### config.mk
export PLATFORM = sky130hd
export DESIGN_NAME = uart_tx_scheduler
export DESIGN_NICKNAME = d
export VERILOG_FILES = /design/src/rtl/uart_pkg.sv /design/src/rtl/uart_tx_shifter.sv /design/src/rtl/uart_tx_scheduler.sv
export SDC_FILE = /design/constraint.sdc
export NUM_CORES = 1
export LEC_CHECK = 0
export BUFFER_PORTS_ARGS = -buffer_cell sky130_fd_sc_hd__buf_4
export CORE_MARGIN = 4
export CORE_UTILIZATION = 35
export DETAILED_ROUTE_END_ITERATION = 7
export GPL_TIMING_DRIVEN = 0
export PLACE_DENSITY = 0.69
export SLEW_MARGIN = 20
export SYNTH_ARGS = -nofsm -noshare
export SYNTH_HDL_FRONTEND = slang
export SYNTH_SLANG_ARGS = --single-unit
### constraint.sdc
create_clock -name CLOCK -period 2.6 [get_ports CLOCK]
set_input_delay 0.26 -clock CLOCK [delete_from_list [all_inputs] [get_ports CLOCK]]
set_output_delay 0.26 -clock CLOCK [all_outputs]
set_load 0.02 [all_outputs]
### src/rtl/uart_pkg.sv
// Shared types, frame constants and the round-robin arbitration helpers
// used by the UART transmit scheduler and its bit shifter.
package uart_pkg;

  typedef enum logic [1:0] {IDLE, LOAD, SEND, HOLD} state_t;

  localparam int   FRAME_BITS = 10;
  localparam logic START_BIT  = 1'b0;
  localparam logic STOP_BIT   = 1'b1;
  localparam int   MAX_REQ    = 8;

  // One-hot pick of the first requester after last_owner, wrapping at n_req.
  function automatic logic [MAX_REQ-1:0] rr_pick(input logic [MAX_REQ-1:0] req,
                                                 input logic [2:0]         last_owner,
                                                 input int                 n_req);
    logic [MAX_REQ-1:0] pick;
    logic [2:0]         idx;
    pick = '0;
    for (int i = 1; i <= MAX_REQ; i++) begin
      if (i <= n_req) begin
        idx = 3'((int'(last_owner) + i) % n_req);
        if (pick == '0 && req[idx]) begin
          pick[idx] = 1'b1;
        end
      end
    end
    return pick;
  endfunction

  function automatic logic [2:0] onehot_index(input logic [MAX_REQ-1:0] onehot);
    logic [2:0] idx;
    idx = '0;
    for (int i = 0; i < MAX_REQ; i++) begin
      if (onehot[3'(i)]) begin
        idx = 3'(i);
      end
    end
    return idx;
  endfunction

endpackage

### src/rtl/uart_tx_shifter.sv
// 8N1 serialiser: loads a byte on start, holds each bit for CLKS_PER_BIT
// cycles and flags done during the last cycle of the stop bit.
module uart_tx_shifter
  import uart_pkg::*;
#(
  parameter int CLKS_PER_BIT = 100
) (
  input  logic       CLOCK,
  input  logic       reset,
  input  logic       start,
  input  logic [7:0] data,
  output logic       TX,
  output logic       done
);

  localparam int CNT_W = (CLKS_PER_BIT > 1) ? $clog2(CLKS_PER_BIT) : 1;
  localparam logic [CNT_W-1:0] CNT_LAST = CNT_W'(CLKS_PER_BIT - 1);
  localparam logic [3:0]       IDX_LAST = 4'(FRAME_BITS - 1);

  logic [FRAME_BITS-1:0] frame_reg;
  logic [CNT_W-1:0]      cnt_reg;
  logic [3:0]            bit_idx_reg;
  logic                  active_reg;
  logic                  bit_end;

  // The line is the LSB of the frame register; ones shift in behind the data
  // so the register naturally returns to the idle level.
  assign TX      = frame_reg[0];
  assign bit_end = active_reg && (cnt_reg == CNT_LAST);
  assign done    = bit_end && (bit_idx_reg == IDX_LAST);

  always_ff @(posedge CLOCK or posedge reset) begin
    if (reset) begin
      frame_reg   <= '1;
      cnt_reg     <= '0;
      bit_idx_reg <= '0;
      active_reg  <= 1'b0;
    end else if (start) begin
      frame_reg   <= {STOP_BIT, data, START_BIT};
      cnt_reg     <= '0;
      bit_idx_reg <= '0;
      active_reg  <= 1'b1;
    end else if (active_reg) begin
      if (bit_end) begin
        cnt_reg <= '0;
        if (bit_idx_reg == IDX_LAST) begin
          active_reg <= 1'b0;
        end else begin
          bit_idx_reg <= bit_idx_reg + 4'd1;
          frame_reg   <= {STOP_BIT, frame_reg[FRAME_BITS-1:1]};
        end
      end else begin
        cnt_reg <= cnt_reg + 1'b1;
      end
    end
  end

endmodule

### src/rtl/uart_tx_scheduler.sv
// Round-robin, packet-granular sharing of one UART TX line between N_REQ
// requesters. Optional HOLD revocation is enabled by UART_TX_HOLD_TIMEOUT_EN.
module uart_tx_scheduler
  import uart_pkg::*;
#(
  parameter int N_REQ        = 4,
  parameter int CLKS_PER_BIT = 100,
  parameter int HOLD_TIMEOUT = 2500
) (
  input  logic               CLOCK,
  input  logic               reset,
  input  logic [N_REQ-1:0]   req,
  input  logic [8*N_REQ-1:0] req_data,
  input  logic [N_REQ-1:0]   req_last,
  output logic [N_REQ-1:0]   req_ack,
  output logic [N_REQ-1:0]   grant,
  output logic               busy,
  output logic               TX,
  output logic               timeout
);

  localparam int IDX_W = $clog2(N_REQ);

  state_t             state_reg, state_next;
  logic [N_REQ-1:0]   grant_reg, grant_next;
  logic [IDX_W-1:0]   owner_reg, owner_next;
  logic [IDX_W-1:0]   last_owner_reg, last_owner_next;
  logic               last_reg, last_next;
  logic               start;
  logic               done;
  logic [MAX_REQ-1:0] pick;
  logic [7:0]         lane_data [N_REQ];

  generate
    for (genvar gi = 0; gi < N_REQ; gi++) begin : g_lane
      assign lane_data[gi] = req_data[8*gi +: 8];
    end
  endgenerate

  assign pick  = rr_pick(MAX_REQ'(req), 3'(last_owner_reg), N_REQ);
  assign grant = grant_reg;
  assign busy  = (state_reg != IDLE);

`ifdef UART_TX_HOLD_TIMEOUT_EN
  localparam int HT_W = $clog2(HOLD_TIMEOUT + 1);

  logic [HT_W-1:0] hold_cnt_reg, hold_cnt_next;
  logic            timeout_reg, timeout_next;

  assign timeout = timeout_reg;

  always_ff @(posedge CLOCK or posedge reset) begin
    if (reset) begin
      hold_cnt_reg <= '0;
      timeout_reg  <= 1'b0;
    end else begin
      hold_cnt_reg <= hold_cnt_next;
      timeout_reg  <= timeout_next;
    end
  end
`else
  // A negative timeout is meaningless, so this is the constant 0.
  assign timeout = (HOLD_TIMEOUT < 0);
`endif

  always_ff @(posedge CLOCK or posedge reset) begin
    if (reset) begin
      state_reg      <= IDLE;
      grant_reg      <= '0;
      owner_reg      <= '0;
      last_owner_reg <= IDX_W'(N_REQ - 1);
      last_reg       <= 1'b0;
    end else begin
      state_reg      <= state_next;
      grant_reg      <= grant_next;
      owner_reg      <= owner_next;
      last_owner_reg <= last_owner_next;
      last_reg       <= last_next;
    end
  end

  always_comb begin
    state_next      = state_reg;
    grant_next      = grant_reg;
    owner_next      = owner_reg;
    last_owner_next = last_owner_reg;
    last_next       = last_reg;
    start           = 1'b0;
    req_ack         = '0;
`ifdef UART_TX_HOLD_TIMEOUT_EN
    hold_cnt_next   = hold_cnt_reg;
    timeout_next    = 1'b0;
`endif
    case (state_reg)
      IDLE: begin
        if (|req) begin
          grant_next = pick[N_REQ-1:0];
          owner_next = IDX_W'(onehot_index(pick));
          state_next = LOAD;
        end
      end
      LOAD: begin
        // A requester that dropped req between grant and capture gets no ack.
        if (req[owner_reg]) begin
          req_ack    = grant_reg;
          start      = 1'b1;
          last_next  = req_last[owner_reg];
          state_next = SEND;
        end else begin
          grant_next = '0;
          state_next = IDLE;
        end
      end
      SEND: begin
        if (done) begin
          if (last_reg) begin
            grant_next      = '0;
            last_owner_next = owner_reg;
            state_next      = IDLE;
          end else begin
            state_next = HOLD;
`ifdef UART_TX_HOLD_TIMEOUT_EN
            hold_cnt_next = '0;
`endif
          end
        end
      end
      HOLD: begin
        if (req[owner_reg]) begin
          state_next = LOAD;
        end
`ifdef UART_TX_HOLD_TIMEOUT_EN
        else begin
          hold_cnt_next = hold_cnt_reg + 1'b1;
          if (hold_cnt_next == HT_W'(HOLD_TIMEOUT)) begin
            grant_next      = '0;
            last_owner_next = owner_reg;
            timeout_next    = 1'b1;
            state_next      = IDLE;
          end
        end
`endif
      end
      default: state_next = IDLE;
    endcase
  end

  uart_tx_shifter #(
    .CLKS_PER_BIT(CLKS_PER_BIT)
  ) u_shifter (
    .CLOCK(CLOCK),
    .reset(reset),
    .start(start),
    .data (lane_data[owner_reg]),
    .TX   (TX),
    .done (done)
  );

endmodule

# ---- Yosys cells after proc, flatten, opt, wreduce, memory -nomap -nowiden
# Index checks and enable logic that the tools add are counted.
dict set report word_totals {
  ff_bits 33
  latch_bits 0
  ramBits 0
  romBits 0
  inputBits 42
  out_inout_bits 11
  wordCells 130
  memories 0
}
dict set report op_classes {
  add_sub_neg 6
  multipliers 0
  n_div 0
  n_lt_le_gt_ge 10
  n_eq_ne 10
  shifts 0
  n_mux 59
  n_bitwise 8
  n_reduce_logical 28
}
# op n
set op_table {}
lappend op_table {{10-bit two-way mux} 4}
lappend op_table {{4-bit two-way mux} 10}
lappend op_table {{8-bit two-way mux} 5}
lappend op_table {{8-bit logical NOT} 3}
lappend op_table {{7-bit two-way mux} 3}
lappend op_table {{1-bit two-way mux} 17}
lappend op_table {{8-bit binary-select mux with 2-bit select} 1}
lappend op_table {{3-bit by 4-bit less-than comparator with 1-bit output (second input constant)} 4}
lappend op_table {{8-bit bitwise OR} 2}
lappend op_table {{2-bit two-way mux} 7}
lappend op_table {{1-bit binary-select mux with 3-bit select} 4}
lappend op_table {{1-bit demux with 3-bit select} 4}
lappend op_table {{3-bit by 1-bit greater-or-equal comparator with 1-bit output (second input constant)} 4}
lappend op_table {{4-bit case mux with 3 select lines} 1}
lappend op_table {{2-bit inequality test (second input constant)} 5}
lappend op_table {{1-bit logical AND} 9}
lappend op_table {{3-bit AND reduction} 3}
lappend op_table {{2-bit case mux with 4 select lines} 1}
lappend op_table {{2-bit OR reduction} 4}
lappend op_table {{7-bit by 1-bit adder with 7-bit output (second input constant)} 1}
lappend op_table {{7-bit == test (second input constant)} 1}
lappend op_table {{2-bit nonzero test} 3}
lappend op_table {{2-bit by 1-bit adder with 2-bit output (second input constant)} 2}
lappend op_table {{2-bit adder (second input constant)} 2}
lappend op_table {{15 further kinds} 21}

# ---- Depth between registers and ports, before layout
# Gate-level depths: netlist of the first run.
dict set report depth {
  word_depth 20
  mapped_depth 9
  mapped_depth_nobuf 8
}

# ---- By module
# Synthesis of the first run repeated with hierarchy kept, for this count alone.
dict set report hier_totals {
  cells_unflattened 253
  area_unflattened_um2 2503.7
}
# module instances cells_per_inst area_per_inst_um2 seq_area_each_um2
set modules_own_cells {}
lappend modules_own_cells {uart_tx_scheduler 1 120 1278.7 277.8}
lappend modules_own_cells {uart_tx_shifter 1 133 1224.9 536.8}

# ---- Worst setup path after synthesis of the first run
# No wires, ideal clock.
dict set report synth_path {
  path_kind {reg-to-reg}
  from {reg last_owner_reg[0]}
  to {reg owner_reg[0]}
  setup_ns 0.088
  t_arrival_ns 2.517
  required_time_ns 2.512
  path_slack_ns -0.005
  path_stages_with_launch 10
  n_path_buf 1
  period_less_slack_ns 2.605
  path_cell_list {dfstp_2 -> buf_6 -> inv_1 -> ha_1 -> mux4_1 -> nand2_1 -> o21ai_0 -> a22o_1 -> or2b_2 -> a41oi_1}
}
dict set report synth_between {
  elab_chain_cells 20
  word_cells_on_any_way 56
  cone_classes {add/sub (4); order compare (8); mux (23); bitwise (7); reduce/logical (14)}
}
# item line
set synth_lines {}
lappend synth_lines {{start, declared} uart_tx_scheduler.sv:27} ;# logic [IDX_W-1:0] last_owner_reg, last_owner_next;
lappend synth_lines {{start signal, assigned} uart_tx_scheduler.sv:71} ;# last_owner_reg <= IDX_W'(N_REQ - 1);
lappend synth_lines {{start signal, assigned} uart_tx_scheduler.sv:77} ;# last_owner_reg <= last_owner_next;
lappend synth_lines {{2-bit by 1-bit adder with 2-bit output} uart_pkg.sv:21} ;# idx = 3'((int'(last_owner) + i) % n_req);
lappend synth_lines {{2-bit OR reduction (no line)} -}
lappend synth_lines {{1-bit AND (no line)} -}
lappend synth_lines {{3-bit by 4-bit less-than comparator with 1-bit output (not written as such) / 3-bit by 1-bit greater-or-equal comparator with 1-bit output (equally long branches)} uart_pkg.sv:23} ;# pick[idx] = 1'b1;
lappend synth_lines {{1-bit logical AND (not written as such)} uart_pkg.sv:23}
lappend synth_lines {{1-bit two-way mux (not written as such)} uart_pkg.sv:23}
lappend synth_lines {{1-bit demux with 3-bit select} uart_pkg.sv:23}
lappend synth_lines {{8-bit two-way mux} uart_pkg.sv:22} ;# if (pick == '0 && req[idx]) begin
lappend synth_lines {{[... 4 more ...]} -}
lappend synth_lines {{1-bit logical AND} uart_pkg.sv:22}
lappend synth_lines {{8-bit two-way mux} uart_pkg.sv:22}
lappend synth_lines {{8-bit logical NOT} uart_pkg.sv:22}
lappend synth_lines {{1-bit logical AND} uart_pkg.sv:22}
lappend synth_lines {{4-bit two-way mux (*)} uart_pkg.sv:22}
lappend synth_lines {{1-bit two-way mux} uart_pkg.sv:34} ;# if (onehot[3'(i)]) begin
lappend synth_lines {{2-bit two-way mux} uart_pkg.sv:34}
lappend synth_lines {{2-bit two-way mux (*)} uart_pkg.sv:34}
lappend synth_lines {{end signal, assigned} uart_tx_scheduler.sv:76} ;# owner_reg <= owner_next;
lappend synth_lines {{end, declared} uart_tx_scheduler.sv:26} ;# logic [IDX_W-1:0] owner_reg, owner_next;
# Mark *: on every way between the ends. The rest lies on a longest branch, timed or not. The select of a mux whose other input is x is not followed.
# A chain may end at the register's enable or synchronous reset.

# ---- Worst setup path in the final report of the first run
# Same ends and word-level chain as after synthesis.

==> results.json, run 1 <==
{
  "outcome": "finished, violations left",
  "violations": "setup timing",
  "fin_crit_sh_pct": 103,
  "synthToLayoutAreaGrowth_pct": 33.3,
  "syn_nets": 285,
  "grt_usage_pct": 14.4,
  "synth_async_sr_flop_share_pct": 100,
  "cap_violations": 0,
  "cts_max_path_buffers": 2,
  "ir_worst_vdd_mv": 0.378,
  "fin_ws_ns": -0.0850,
  "place_area_um2": 2840,
  "rsz0062_at_grt": "true",
  "ys_seq_elements": 32,
  "synth_area_um2": 2360,
  "hp-class": "in2async",
  "final.setup.tns_ns": -0.158,
  "wirelength_mm": 5.48,
  "final_max_slew_viol_count": 0,
  "skew_ns": 0.00722,
  "clock.fmax_mhz": 372,
  "clk_latency_ns": 0.28,
  "fin_area_um2": 3150,
  "largest_reg_flops": 9,
  "path_cells": "buf_6 > inv_6 > ha_4 > mux4_2 > a221o_1 > nor4_4 > buf_4 > nand4b_1 > a41oi_2",
  "synth_edf_count": 0,
  "crit_type": "reg2reg",
  "wl_met1_mm": 2.52,
  "clkSlewWorstSetupHoldPaths_ns": 0.07,
  "antenna_found_initial": 0,
  "p_leak_nw": 1.45,
  "grt_start_max_net_pins": 33,
  "syn_inst": 227,
  "ys_types": 54,
  "crit_slowest_cell": "dfstp_2",
  "critPathLaunchType": "flop",
  "setup_viol": 3,
  "cp_data_required_time_ns": 2.79,
  "cts_sinks": 32,
  "final_nets": 356,
  "ios": 53,
  "relSlewSlack_pct": 55.6,
  "io_buffer_count": 51,
  "final_hold_viol_count": 0,
  "via_per_inst": 5.32,
  "initial_core_util_pct": 36.6,
  "wl_per_cell_um": 14.6,
  "drt_iter0_markers": 103,
  "grt_pass1_vias": 2112,
  "cp.arrival_ns": 2.88,
  "hold_buffers": 0,
  "num_rows": 29,
  "chipHeight_um": 90.2,
  "top_layer": "met4",
  "core-area_um2": 6460,
  "die-area_um2": 8140,
  "end_kind": "flop",
  "synthFlopType": "dfrtp_1",
  "worstPathBufferInverterCount": 3,
  "cts-root-buf": "clkbuf_8",
  "yosysWarnings": 0,
  "crit_fanout": 7,
  "cts_tree": "done",
  "layout-drive-gt1-share_pct": 43.5,
  "antenna_cells": 0,
  "drc": 0,
  "power_density_nw_per_um2": 708,
  "dp_slack_ns": -0.274,
  "cp_top_family": "compound AO/OA/AOI/OAI gates",
  "wl_met2_mm": 2.51,
  "gp_congestion": 0.813,
  "hpwlAfterDp_mm": 4.06,
  "die_w_um": 90.2,
  "ys_seq_area_share_pct": 34.4,
  "finalCriticalPeriod_ns": 2.69,
  "htreeDepth": 2,
  "via_count": 1999,
  "drt_first_pass_iters": 4,
  "finish.utilization_pct": 48.8,
  "cts_made_buffers": 5,
  "grt_pass1_wl_mm": 9.69,
  "tightest_slew_ns": 0.664,
  "slowest_delay_ns": 0.54,
  "wl_met3_um": 335,
  "drtAntennaViolNets": 0,
  "synth_area_per_cell_um2": 10.4,
  "grt_overflow": 0
}
## stage by stage
step / std cells / hold WS (ns) / power (mW)
2_1_floorplan: 227 / 0.368 / 1.52
3_3_place_gp: 355 / 0.474 / 1.79
3_5_place_dp: 355 / 0.404 / 1.81
4_1_cts: 373 / 0.0945 / 2.22
5_1_grt: 376 / 0.118 / 2.43
6_report: 376 / 0.0761 / 2.23
## logic make-up after synthesis
family | share of synthesized area, %
simple gates | 16.5
compound gates | 13.9
flops | 34.4
mux | 18.9
buf+inv | 4.34
fa+ha+maj | 8.47
xor+xnor | 3.33
other cells | 0.159
## layout by cell type, fill, tap and decap left out, types with 2 or more instances in the layout
master     Yosys  routed
a221o_1        2       2
nand2_1       27      26
o2111a_1       2       2
o21ai_0       10      10
nand4_1        3       3
ha_1          16      13
dfrtp_1       21      21
mux4_2        12      13
and3_1         5       5
clkbuf_1       7       9
a31oi_2        0       2
nand3_1        3       3
o2bb2ai_1      4       3
a22o_1         2       2
or3_1          2       2
buf_6          2       3
xnor2_1        5       5
mux2_2         3       3
clkbuf_8       0       6
nand2b_1       3       3
xor2_1         4       4
buf_4          1      64
or2_2          2       2
dfstp_2       11      11
a31oi_1        5       2
ha_2           0       2
a21oi_1        4       3
mux2i_1        9       9
a211oi_2       1       2
nor2_1        20      20
inv_1         11       9
## worst register-to-register path: stages (launching register included)
cell,delay (ns)
dfstp_2,0.54
buf_6,0.13
inv_6,0.04
ha_4,0.27
mux4_2,0.40
a221o_1,0.39
nor4_4,0.32
buf_4,0.18
nand4b_1,0.11
a41oi_2,0.22
## power breakdown
group / switching, mW / leakage [nW] / internal (mW)
combinational: 0.541 / 1.02 / 0.486
sequential: 0.120 / 0.386 / 0.691
clock: 0.178 / 0.0455 / 0.216
total: 0.839 / 1.45 / 1.39
## final timing paths
path | start | to | slack, ns | depth (start not counted)
hold reg to reg | u_shifter.frame_reg[8] | u_shifter.frame_reg[8] | 0.49 | 2
min in group CLOCK | req_data[30] | u_shifter.frame_reg[7] | 0.41 | 4
max in group asynchronous | reset | u_shifter.bit_idx_reg[2] | 2.09 | 2
setup reg to reg | last_owner_reg[0] | owner_reg[0] | -0.09 | 9
setup / recovery | last_owner_reg[0] | owner_reg[0] | -0.09 | 9
hold / removal | reset | u_shifter.cnt_reg[4] | 0.08 | 2
## Yosys cell counts (2+ instances only)
master	number	area, µm²
nand2_1	27	101
and3_1	5	31.3
or3_1	2	12.5
nand2b_1	3	18.8
xor2_1	4	35.0
a31oi_1	5	31.3
o21ai_0	10	50.1
dfstp_2	11	289
mux4_1	2	52.6
nor4_1	2	12.5
nor3_1	2	10.0
nor2_1	20	75.1
clkbuf_1	7	26.3
o2bb2ai_1	4	35.0
mux2i_1	9	90.1
ha_1	16	200
a22o_1	2	17.5
mux4_2	12	270
a21oi_1	4	20.0
mux2_2	3	33.8
dfrtp_1	21	526
or2_2	2	12.5
a221o_1	2	20.0
o2111a_1	2	22.5
inv_1	11	41.3
xnor2_1	5	43.8
nand4_1	3	18.8
buf_6	2	22.5
a211oi_1	2	15.0
nand3_1	3	15.0
## metal layers
layer | vias to the layer above | GRT usage (%)
li1 | 972 | -
met1 | 951 | 18.2
met2 | 63 | 23.8
met3 | 13 | 3.42
met4 | 0 | 5.48
met5 | - | 0
## cell type report
class	instances	area (µm²)
flip-flops and latches	32	815
fillers	593	3310
clock buffers	8	90.1
repair buffers	64	484
well taps	77	96.3
multi-input cells	173	1560
inverters	11	46.3
plain buffers	11	61.3
## timing repair
item                                    in CTS  in global routing
buffers inserted                            10                  3
endpoints found under the setup margin       6                 14
gates resized for setup                     14                 10
endpoints found under the hold margin        0                  0
pin swaps                                    5                  6
gates cloned                                 0                  0
No activity file was read; power rests on OpenSTA's default activity.
==> run 2: changes to the inputs <==
Settings changed: RECOVER_POWER from default to 50.
==> results.json, run 2 (synthesis results as in run 1) <==
{
  "htreeDepth": 2,
  "critPathLaunchType": "flop",
  "fin_area_um2": 3140,
  "grt_pass1_wl_mm": 9.69,
  "setup_viol": 3,
  "rsz0062_at_grt": "true",
  "power_density_nw_per_um2": 707,
  "finalNonFillerCells": 376,
  "final_nets": 356,
  "final_common_cell": "buf_4",
  "antenna_cells": 0,
  "final_hold_viol_count": 0,
  "crit_slowest_cell": "dfstp_2",
  "finalCriticalPeriod_ns": 2.69,
  "layout_common_cells": "61 x buf_4, 26 x nand2_1, 21 x dfrtp_1",
  "drt_first_pass_iters": 4,
  "chipHeight_um": 90.2,
  "core-area_um2": 6460,
  "via_per_inst": 5.32,
  "outcome": "finished, violations left",
  "fin_crit_sh_pct": 103,
  "drtAntennaViolNets": 0,
  "clkSlewWorstSetupHoldPaths_ns": 0.07,
  "wirelength_mm": 5.48,
  "skew_ns": 0.00722,
  "drt_iter0_markers": 103,
  "cts_tree": "done",
  "initial_core_util_pct": 36.6,
  "cp_data_required_time_ns": 2.79,
  "ir_worst_vdd_mv": 0.378,
  "gp_congestion": 0.813,
  "place_area_um2": 2840,
  "cts_sinks": 32,
  "worstPathBufferInverterCount": 3,
  "relSlewSlack_pct": 19.9,
  "clock.fmax_mhz": 372,
  "grt_pass1_vias": 2112,
  "antenna_found_initial": 0,
  "grt_start_max_net_pins": 33,
  "final_max_slew_viol_count": 0,
  "path_cells": "buf_6 > inv_6 > ha_4 > mux4_2 > a221o_1 > nor4_4 > buf_4 > nand4b_1 > a41oi_2",
  "crit_type": "reg2reg",
  "wl_per_cell_um": 14.6,
  "multiInputGateArea_um2": 1560,
  "fill_cells": 594,
  "synthToLayoutAreaGrowth_pct": 33.0,
  "via_count": 1999,
  "cp_top_family": "compound AO/OA/AOI/OAI gates",
  "grt_usage_pct": 14.4,
  "crit_fanout": 7,
  "hp-class": "in2async",
  "hpwlAfterDp_mm": 4.06,
  "place_inst": 355,
  "finish.utilization_pct": 48.7,
  "largest_reg_flops": 9,
  "die-area_um2": 8140,
  "p_leak_nw": 1.44,
  "register_area_um2": 815,
  "cap_violations": 0,
  "cts_max_path_buffers": 2,
  "num_rows": 29,
  "end_kind": "flop",
  "violations": "setup timing",
  "cp.arrival_ns": 2.88,
  "clk_latency_ns": 0.28,
  "layout-drive-gt1-share_pct": 42.5,
  "cts-root-buf": "clkbuf_8",
  "grt_overflow": 0,
  "ios": 53,
  "fin_ws_ns": -0.0850,
  "io_buffer_count": 51,
  "drc": 0,
  "slowest_delay_ns": 0.54,
  "tightest_slew_ns": 1.20,
  "cts_made_buffers": 5,
  "die_w_um": 90.2
}
-- run 2: changes by cell type in the layout (fill, tap and decap cells not counted) --
cell / delta
buf_4: -3
clkbuf_1: +2
clkbuf_4: +1
inv_1: +1
inv_2: -1
-- run 2: final cells by class --
class	instances	share of cell area, %
multi-input combinational	173	49.6
sequential	32	25.9
timing repair buffer	64	15.2
tap	77	3.06
clock buffer	8	2.87
buffer	11	1.95
inverter	11	1.47
-- run 2: per-stage QoR --
step	hold WS [ns]	setup WS [ns]	TNS, ns	total power [mW]
6_report	0.300	-0.0850	-0.158	2.22
5_1_grt	0.391	-0.210	-0.683	2.42
4_1_cts	0.0945	-0.0208	-0.0208	2.22
3_5_place_dp	0.404	-0.274	-1.08	1.81
3_3_place_gp	0.474	-0.286	-1.05	1.79
2_1_floorplan	0.368	0.0115	0	1.52
-- run 2: final timing paths --
| kind | start | end | slack (ns) | cells after the start |
|---|---|---|---|---|
| max in group asynchronous | reset | u_shifter.bit_idx_reg[2] | 1.58 | 2 |
| min in group CLOCK | req_data[30] | u_shifter.frame_reg[7] | 0.41 | 4 |
| min reg2reg | u_shifter.frame_reg[8] | u_shifter.frame_reg[8] | 0.49 | 2 |
| max reg2reg | last_owner_reg[0] | owner_reg[0] | -0.09 | 9 |
| max | last_owner_reg[0] | owner_reg[0] | -0.09 | 9 |
| min | reset | u_shifter.cnt_reg[4] | 0.30 | 2 |
-- run 2: what timing repair did --
action                     CTS  global route
gates resized for setup     14            10
buffers inserted            10             3
pin swaps                    5             6
cloned                       0             0
hold buffers                 0             0
setup endpoints to repair    6            14
-- run 2: power breakdown --
part | switching (mW) | total (mW) | leakage (nW) | internal, mW
logic | 0.541 | 1.02 | 1.01 | 0.476
registers | 0.119 | 0.811 | 0.386 | 0.691
clock network | 0.178 | 0.393 | 0.0455 | 0.216
total | 0.838 | 2.22 | 1.44 | 1.38
-- run 2: routing by layer --
metal  track usage, %  part of all wire, %  vias up
li1                 -                    -      972
met1             18.2                   46      951
met5                0                    0        -
met3             3.42                  6.1       13
met4             5.48                  2.2        0
met2             23.8                   46       63
==> run 3: changes to the inputs <==
Settings changed: ABC_AREA from default to 1, CORE_ASPECT_RATIO from default to 1.25, PLACE_DENSITY 0.69 to 0.68.
==> results.json, run 3 <==
{
  "grt_pass1_vias": 2338,
  "finalNonFillerCells": 501,
  "gp_congestion": 0.781,
  "yosysMostFrequentCell": "nand2_1",
  "via_per_inst": 4.93,
  "ir_worst_vdd_mv": 0.375,
  "place_inst": 491,
  "syn_nets": 411,
  "core-area_um2": 6690,
  "crit_type": "reg2reg",
  "power_density_nw_per_um2": 808,
  "cts_max_path_buffers": 2,
  "crit_fanout": 7,
  "die_w_um": 83.1,
  "antenna_found_initial": 0,
  "largest_reg_flops": 9,
  "via_count": 2471,
  "hpwlAfterDp_mm": 4.79,
  "outcome": "completed",
  "wirelength_mm": 6.16,
  "final_max_slew_viol_count": 0,
  "wl_per_cell_um": 12.3,
  "finalCriticalPeriod_ns": 2.40,
  "drc": 0,
  "cts_sinks": 32,
  "synth_compound_area_share_pct": 17.5,
  "ff2ff_setup_slack_ns": 0.20,
  "cts_tree": "done",
  "critPathLaunchType": "flop",
  "cp.arrival_ns": 2.60,
  "grt_start_max_net_pins": 33,
  "yosys.area.top_type": "dfrtp_1",
  "tightest_slew_ns": 1.20,
  "end_kind": "flop",
  "setup_viol": 0,
  "num_rows": 33,
  "clkSlewWorstSetupHoldPaths_ns": 0.07,
  "cap_violations": 0,
  "ios": 53,
  "synthToLayoutAreaGrowth_pct": 25.1,
  "synth_top_area_share_pct": 21.3,
  "final_common_cell": "nand2_1",
  "clk_latency_ns": 0.29,
  "synth_top_family_by_area": "simple AND/OR/NAND/NOR gates",
  "synth_edf_count": 0,
  "p_leak_nw": 1.51,
  "skew_ns": 0.0108,
  "ys_seq_area_share_pct": 33.0,
  "relSlewSlack_pct": 19.8,
  "place_area_um2": 2960,
  "whs_ns": 0.287,
  "drt_iter0_markers": 87,
  "hp-class": "in2async",
  "ff2ff_path_depth": 16,
  "grt_pass1_wl_mm": 10.5,
  "io_buffer_count": 51,
  "layout-drive-gt1-share_pct": 25.1,
  "synthFlopType": "dfrtp_1",
  "final_hold_viol_count": 0,
  "rr_endpoint": "owner_reg[0]",
  "synth-xor-area-share_pct": 0,
  "die-area_um2": 8470,
  "ys_types": 28,
  "cts-root-buf": "clkbuf_8",
  "chipHeight_um": 102,
  "drt_first_pass_iters": 4,
  "cts_made_buffers": 5,
  "layout_common_cells": "58 x nand2_1, 51 x nor2_1, 49 x buf_4",
  "grt_usage_pct": 15.1,
  "synth.mux.area_fraction_pct": 0,
  "clock.fmax_mhz": 417,
  "synth_area_um2": 2470,
  "synthSimpleGateAreaFrac_pct": 31.0,
  "ys_top_cells_by_count": "60 x nand2_1, 51 x nor2_1, 47 x inv_1",
  "finalPower_mw": 2.50,
  "fin_crit_sh_pct": 92.2,
  "htreeDepth": 2,
  "ys_seq_elements": 32,
  "initial_core_util_pct": 36.9,
  "drtAntennaViolNets": 0,
  "rr_startpoint": "last_owner_reg[1]",
  "synth_top_cells_by_area": "dfrtp_1 21%, dfstp_2 12%, nand2_1 9.1%, ha_1 8.1%, o21ai_0 7.9%",
  "synth_fa_ha_area_share_pct": 8.11,
  "fill_cells": 711,
  "cp_data_required_time_ns": 2.81,
  "final_nets": 471,
  "synth_area_per_cell_um2": 6.99,
  "final.setup.tns_ns": 0,
  "synth_async_sr_flop_share_pct": 100,
  "fin_area_um2": 3090,
  "grt_overflow": 0,
  "antenna_cells": 0,
  "syn_inst": 353,
  "yosysWarnings": 0
}
[run 3: critical path, stage by stage, from the launching register on]
cell and delay, ns:
dfstp_2 0.60, inv_4 0.07, ha_4 0.28, bufinv_8 0.17
nand3_2 0.08, nand2_4 0.07, o31ai_4 0.09, nand3_2 0.12
nand2_2 0.10, nor2_2 0.05, nand3_1 0.09, nand2_2 0.07
nor2_4 0.15, nand3_1 0.11, nand2_2 0.08, nand2_1 0.06
a21oi_1 0.12
[run 3: area by class of cell]
cell class | instances | area [µm²] | share of cell area, %
Sequential cell | 32 | 815 | 26.4
Inverter | 52 | 214 | 6.93
Buffer | 11 | 45.0 | 1.46
Clock buffer | 8 | 100 | 3.24
Multi-Input combinational cell | 258 | 1420 | 46.1
Tap cell | 87 | 109 | 3.53
Timing Repair Buffer | 53 | 383 | 12.4
[run 3: metrics by stage]
step | worst slack [ns] | util (%)
2_1_floorplan | 0.222 | -
3_3_place_gp | -0.00419 | 44.3
3_5_place_dp | -0.0300 | 44.3
4_1_cts | 0.0822 | 45.9
5_1_grt | -0.00427 | 46.2
6_report | 0.203 | 46.2
[run 3: layer usage]
layer  wire length, µm  global-route usage (%)  up-vias
met5                 0                       0        -
met4               140                    6.29        0
met3               222                    3.15       11
met2              3060                    26.3       46
met1              2740                    18.3     1152
li1                  -                       -     1262
[run 3: cell families (layout without fill, tap and decap cells)]
group	count (synthesis)	after routing
AO/OA/AOI/OAI	78	78
adder cells (fa/ha/maj)	16	16
buffers and inverters	63	124
flip-flops	32	32
other	1	1
AND/OR/NAND/NOR	163	163
[run 3: worst max-delay path by stage]
stage | start | cells after the start | slack [ns] | end
after floorplan | last_owner_reg[0] | 16 | 0.22 | owner_reg[0]
after global placement | last_owner_reg[0] | 17 | -0.004 | grant[0]
after detailed placement | last_owner_reg[0] | 16 | -0.03 | grant[3]
after CTS | last_owner_reg[1] | 16 | 0.08 | owner_reg[0]
after global routing | last_owner_reg[1] | 16 | -0.004 | owner_reg[0]
final | last_owner_reg[1] | 16 | 0.20 | owner_reg[0]
[run 3: what timing repair did]
item,in CTS,in global routing
buffers inserted,1,1
endpoints found under the setup margin,5,6
resized for setup,0,6
hold buffers,0,0
pin swaps,0,3
[run 3: where the power goes]
| group | internal (mW) | switching [mW] | total, mW |
|---|---|---|---|
| Sequential | 0.707 | 0.106 | 0.813 |
| Clock | 0.242 | 0.185 | 0.427 |
| Combinational | 0.454 | 0.802 | 1.26 |
| Total | 1.40 | 1.09 | 2.50 |
